### config.mk
export PLATFORM = sky130hd
export DESIGN_NAME = mips_alu_decoder
export DESIGN_NICKNAME = d
export VERILOG_FILES = /design/src/rtl/mips_pkg.sv /design/src/rtl/mips_alu_decoder_funct_lut.sv /design/src/rtl/mips_alu_decoder.sv
export SDC_FILE = /design/constraint.sdc
export NUM_CORES = 1
export LEC_CHECK = 0
export CORE_AREA = 2 2 39 41
export CTS_CLUSTER_SIZE = 16
export DETAILED_ROUTE_END_ITERATION = 10
export DIE_AREA = 0 0 41 43
export HOLD_SLACK_MARGIN = 0.02
export PLACE_DENSITY_LB_ADDON = 0.3
export SLEW_MARGIN = 20
export SYNTH_ARGS = -nofsm -noshare
export SYNTH_HDL_FRONTEND = slang
export SYNTH_SLANG_ARGS = --single-unit
### constraint.sdc
create_clock -name clk -period 0.9 [get_ports clk]
set_clock_uncertainty 0.05 [all_clocks]
set_input_delay 0.225 -clock clk [delete_from_list [all_inputs] [get_ports clk]]
set_output_delay 0.225 -clock clk [all_outputs]
set_load 0.01 [all_outputs]
### src/rtl/mips_pkg.sv
// mips_pkg: shared ALU control, aluop and funct encodings for the MIPS control path
package mips_pkg;
  localparam logic [3:0] ALU_AND     = 4'b0000;
  localparam logic [3:0] ALU_OR      = 4'b0001;
  localparam logic [3:0] ALU_ADD     = 4'b0010;
  localparam logic [3:0] ALU_XOR     = 4'b0011;
  localparam logic [3:0] ALU_SUB     = 4'b0110;
  localparam logic [3:0] ALU_SLT     = 4'b0111;
  localparam logic [3:0] ALU_NOR     = 4'b1100;
  localparam logic [3:0] ALU_ILLEGAL = 4'b1111;
  localparam logic [1:0] ALUOP_MEM   = 2'b00;
  localparam logic [1:0] ALUOP_BR    = 2'b01;
  localparam logic [1:0] ALUOP_RTYPE = 2'b10;
  localparam logic [5:0] FN_ADD  = 6'd32;
  localparam logic [5:0] FN_ADDU = 6'd33;
  localparam logic [5:0] FN_SUB  = 6'd34;
  localparam logic [5:0] FN_SUBU = 6'd35;
  localparam logic [5:0] FN_AND  = 6'd36;
  localparam logic [5:0] FN_OR   = 6'd37;
  localparam logic [5:0] FN_XOR  = 6'd38;
  localparam logic [5:0] FN_NOR  = 6'd39;
  localparam logic [5:0] FN_SLT  = 6'd42;
  localparam logic [5:0] FN_SLTU = 6'd43;
endpackage

### src/rtl/mips_alu_decoder_funct_lut.sv
// alu_funct_lut: combinational R-type funct to ALU control code lookup
module alu_funct_lut
  import mips_pkg::*;
(
  input  logic [5:0] funct,
  output logic [3:0] code,
  output logic       illegal
);
  always_comb begin
    code    = ALU_ILLEGAL;
    illegal = 1'b0;
    case (funct)
      FN_ADD, FN_ADDU: code = ALU_ADD;
      FN_SUB, FN_SUBU: code = ALU_SUB;
      FN_AND:          code = ALU_AND;
      FN_OR:           code = ALU_OR;
      FN_XOR:          code = ALU_XOR;
      FN_NOR:          code = ALU_NOR;
      FN_SLT, FN_SLTU: code = ALU_SLT;
      default:         illegal = 1'b1;
    endcase
  end
endmodule

### src/rtl/mips_alu_decoder.sv
// mips_alu_decoder: registered aluop/funct to ALU control decode with valid and illegal flags
module mips_alu_decoder
  import mips_pkg::*;
#(
  parameter int FUNCT_W = 6,
  parameter int CTRL_W  = 4
) (
  input  logic               clk,
  input  logic               rst_n,
  input  logic               in_valid,
  input  logic [1:0]         aluop,
  input  logic [FUNCT_W-1:0] funct,
  output logic [CTRL_W-1:0]  alu_control,
  output logic               out_valid,
  output logic               illegal
);
  logic [3:0] lut_code;
  logic       lut_illegal;
  logic [3:0] code;
  logic       ill;
  alu_funct_lut u_lut (
    .funct  (funct[5:0]),
    .code   (lut_code),
    .illegal(lut_illegal)
  );
  always_comb begin
    code = aluop == ALUOP_MEM   ? ALU_ADD :
           aluop == ALUOP_BR    ? ALU_SUB :
           aluop == ALUOP_RTYPE ? lut_code : ALU_ILLEGAL;
    ill  = aluop == ALUOP_RTYPE ? lut_illegal : aluop[1] & aluop[0];
  end
  always_ff @(posedge clk or negedge rst_n) begin
    if (!rst_n) begin
      alu_control <= CTRL_W'(ALU_ADD);
      out_valid   <= 1'b0;
      illegal     <= 1'b0;
    end else begin
      out_valid <= in_valid;
      if (in_valid) begin
        alu_control <= CTRL_W'(code);
        illegal     <= ill;
      end
    end
  end
endmodule

Word-level counts from Yosys, hierarchy flattened
Cells that the tools add are included.
- mux-type cells: 6
- bitwise operators: 1
- equality and inequality tests: 12
- reduce and logical (&&, ||, !) cells: 5
- operator list (kind ; number):
    $eq 6x6->1 const B ; 10
    $pmux 4 s7 ; 1
    $mux 4 ; 3
    $reduce_or 10->1 ; 1
    $reduce_or 2->1 ; 3
    $eq 2x1->1 const B ; 1
    $eq 2x2->1 const B ; 1
    $logic_not 2->1 ; 1
    $mux 1 ; 2
    $and 1x1->1 ; 1
- output and inout bits: 6
- bits in registers: 6

Logic depth before layout (Yosys ltp)
Gate-level depths: netlist of the first run.
- depth in word-level cells: 6
- gate-level depth with buffers: 3
- depth with buffers taken out: 3

Modules after synthesis
From an unflattened synthesis of the first run, not the netlist that was laid out.
- cell total of the unflattened synthesis: 37
- area, all modules: 336.6 µm²
- modules (own cells, without submodules) (module ; cells an instance ; sequential area each (µm²) ; times used ; area an instance (µm²)):
    mips_alu_decoder ; 23 ; 151.4 ; 1 ; 241.5
    alu_funct_lut ; 14 ; 0.0 ; 1 ; 95.1

Least setup slack after synthesis of the first run
OpenSTA, ideal clock, no wires.
- kind: in2reg
- start point: input port funct[3]
- end point: register alu_control[2]
- slack: -0.215 ns
- required time: 0.719 ns
- cell stages on the path: 3
- data arrival time: 0.934 ns
- cell sequence: or4b_4 > a21oi_2 > o22ai_1
- word-level cells in the longest chain between the ends: 6
- elaborated cells between the ends (all ways): 17
- classes of those cells: 10 x eq/ne; 4 x mux; 3 x reduce/logical
- ends and longest elaborated chain (element ; line ; source):
    start, declared ; mips_alu_decoder.sv:12 ; input logic [FUNCT_W-1:0] funct,
    $eq 6x6->1 ; mips_alu_decoder_funct_lut.sv:12 ; case (funct)
    $reduce_or 2->1, on equally long branches ; -- ;
    $pmux 4 s7 (*) ; mips_alu_decoder_funct_lut.sv:12 ;
    $mux 4 (*) ; mips_alu_decoder.sv:29 ; aluop == ALUOP_RTYPE ? lut_code : ALU_ILLEGAL;
    $mux 4 (*) ; mips_alu_decoder.sv:28 ; aluop == ALUOP_BR ? ALU_SUB :
    $mux 4 (*) ; mips_alu_decoder.sv:27 ; code = aluop == ALUOP_MEM ? ALU_ADD :
    end signal, assigned ; mips_alu_decoder.sv:34 ; alu_control <= CTRL_W'(ALU_ADD);
    end signal, assigned ; mips_alu_decoder.sv:40 ; alu_control <= CTRL_W'(code);
    end, declared ; mips_alu_decoder.sv:13 ; output logic [CTRL_W-1:0] alu_control,
Every way passes the cells marked *; elsewhere a longest branch is shown, timed or not.
A chain may end at the register's enable or synchronous reset.

Worst setup path in the final report of the first run
- start point: register alu_control[1]
- end point: output port alu_control[1]
No word-level cell between the ends.

==> results of run 1 <==
-- Yosys cell counts (2+ instances only) --
| cell type | count |
|---|---|
| a21oi_2 | 2 |
| inv_1 | 4 |
| dfrtp_1 | 5 |
| nand2b_1 | 2 |
| o22ai_1 | 4 |
-- registers in the layout (all words and copies together) (netlist names) --
signal / count
alu_control: 4
illegal: 1
out_valid: 1
-- worst reg2reg max path, stage by stage, from the launching register on --
cell and delay, ns:
dfstp_2 0.53, buf_4 0.10, buf_4 0.09, nor2_1 0.03, a31oi_1 0.15
-- cell families after synthesis --
kind of cell | share of synthesized area
compound gates | 0.210
xor+xnor | 0.0272
buf+inv | 0.0583
flops | 0.471
simple gates | 0.233
-- path summary, 6_finish.rpt --
check	end	slack, ns	cells past startpoint	from
min in group clk	alu_control[1]	0.26	3	aluop[0]
min	alu_control[3]	0.16	1	rst_n
min reg2reg	alu_control[3]	0.48	2	alu_control[3]
max	alu_control[1]	-0.25	1	alu_control[1]
max in group asynchronous	alu_control[1]	0.37	1	rst_n
max reg2reg	alu_control[1]	-0.13	4	alu_control[1]
-- power by group --
group | switching, W | internal [W]
sequential | 0.0000100 | 0.000291
combinational | 0.0000731 | 0.0000966
clock | 0.0000997 | 0.000168
-- final cells by class --
class | count | area (µm²) | area share
Sequential cell | 6 | 151 | 0.262
Clock buffer | 4 | 26.3 | 0.0455
Inverter | 4 | 15.0 | 0.0260
Multi-Input combinational cell | 21 | 164 | 0.284
Tap cell | 16 | 20.0 | 0.0346
Timing Repair Buffer | 24 | 201 | 0.348
-- metrics by stage --
stage               total power, W  setup WS [ns]  std cells  hold slack (ns)  utilization
floorplan                 0.000367         -0.203         32           -0.121            -
global placement          0.000493         -0.715         69            0.433        0.401
detailed placement        0.000494         -0.717         69            0.427        0.401
CTS                       0.000743         -0.250         74            0.159        0.401
global route              0.000785         -0.267         75            0.178        0.418
finish                    0.000739         -0.246         75            0.157        0.418
-- routing by layer --
metal	global-route usage	vias to the layer above	routed length [µm]
li1	-	168	-
met1	0.123	142	302
met2	0.175	14	431
met3	0	0	49
met4	0.120	0	0
met5	0	-	0
-- what timing repair did --
item | CTS | global route
pin swaps | 6 | 5
setup endpoints to repair | 11 | 10
setup buffers | 1 | 1
resized for setup | 48 | 3
==> metrics.md, run 1 <==
| Metric | Value |
|---|---|
| Status | finished with violations |
| Failing checks | negative setup slack |
| CTS tree | built |
| Nets | 71 |
| Final WL | 783 µm |
| Kind of critical path | flop to output port |
| Cell Pwr Density | 1280 mW/mm² |
| Clock H-tree levels | 1 |
| Biggest area consumer among synthesized cells | dfrtp_1 |
| Routed vias | 324 |
| Fin. max-slew vios | 0 |
| TritonCTS Buffers | 3 |
| Leakage power | 0.269 nW |
| Arrival time at the worst endpoint | 0.87 ns |
| Setup TNS | -1.19 ns |
| Starting density of the core | 0.232 |
| Tot GR Track Use | 0.113 |
| Fillers | 147 |
| Finished Cell Area | 578 µm² |
| Mapped Nets | 43 |
| DP Area | 556 µm² |
| GPL Wtd Cong | 0.664 |
| Initial drt markers | 4 |
| Worst stage delay on the critical path | 0.53 ns |
| Max-cap violations | 0 |
| Count of input and output buffers | 16 |
| Final setup viols | 10 |
| Post-layout min period | 1.15 ns |
| Setup crit end kind | output port |
| Crit path buf inv count | 1 |
| CP cell instances | buf_6 |
| Post-synthesis average cell area | 10.0 µm² |
| Clock insertion delay at the later pin of the skew report | 0.25 ns |
| Crit-path slowest cell | dfstp_2 |
| Area of the core | 0.00138 mm² |
| I/O Pins | 17 |
| HP Class | primary input to async pin |
| Final worst slack | -0.246 ns |
| Antenna cells | 0 |
| Cts hold-fix bufs | 0 |
| Routed Antenna Nets | 0 |
| # DRC | 0 |
| Die Area | 0.00176 mm² |
| Fin. Hold Viols | 0 |
| Yosys reg bits | 6 |
| Commonest cells after routing, fill and taps aside | buf_4 (8), dfrtp_1 (5), buf_2 (5) |
| Reg clk slew, reported paths | 0.05 ns |
| Drt via density | 4.32 |
| Cells after synthesis | 32 |
| Drt first pass iters | 4 |
| Largest net degree at the start of global routing | 7 |
| Worst VDD drop | 0.325 mV |
| # rows | 14 |
| Number of enable flip-flop cells after synthesis | 0 |
| Die Span X | 41 µm |
| CP delay by family, top | flip-flops |
| Wire per inst | 10.4 µm |
| Synth area leaders | dfrtp_1 (39%), dfstp_2 (8.2%), o22ai_1 (7.8%) |
| Synth Cell Area | 322 µm² |
| Yosys cell types | 20 |
| Worst Setup Start Kind | flop |
| Least-Margin Pin Slew | 0.252 ns |
| Clock root cell | clkbuf_4 |
| Area grow syn2layout | 79.8% |
| RSZ-0062 raised after global routing | yes |
| F_max | 0.873 GHz |
| Max-slew headroom | 0.831 |
| Clock sink count | 6 |
| Fin crit share | 1.27 |
| Layout cells sized above 1 | 0.492 |
| Initial antenna violation count | 0 |
| First-pass GRT wire length | 1300 µm |
| Yosys top cell area share | 0.389 |
| Worst Path Required | 0.62 ns |
| Number of global-route vias before repair | 350 |
| Die height | 43 µm |
| Commonest non-fill, non-tap cell in the layout | buf_4 |
| GR Overflow Total | 0 |
| Seq/Total Area, Yosys | 0.471 |
| Synth warnings | 0 |
| Main synth FF type | dfrtp_1 |
| Crit-path max FO | 2 |
| Maximum root-to-sink buffer count | 2 |
| Post-synth ARST share | 1.00 |
Power figures use the tool's default switching activity.
==> inputs of run 2 (changes only) <==
--- a/config.mk
+++ b/config.mk
@@ -6,7 +6,7 @@
 export NUM_CORES = 1
 export LEC_CHECK = 0
 export CORE_AREA = 2 2 39 41
-export CTS_CLUSTER_SIZE = 16
+export CTS_CLUSTER_SIZE = 12
 export DETAILED_ROUTE_END_ITERATION = 10
 export DIE_AREA = 0 0 41 43
 export HOLD_SLACK_MARGIN = 0.02
==> results of run 2 <==
The final DEF is identical to that of run 1; final timing and power are the same.
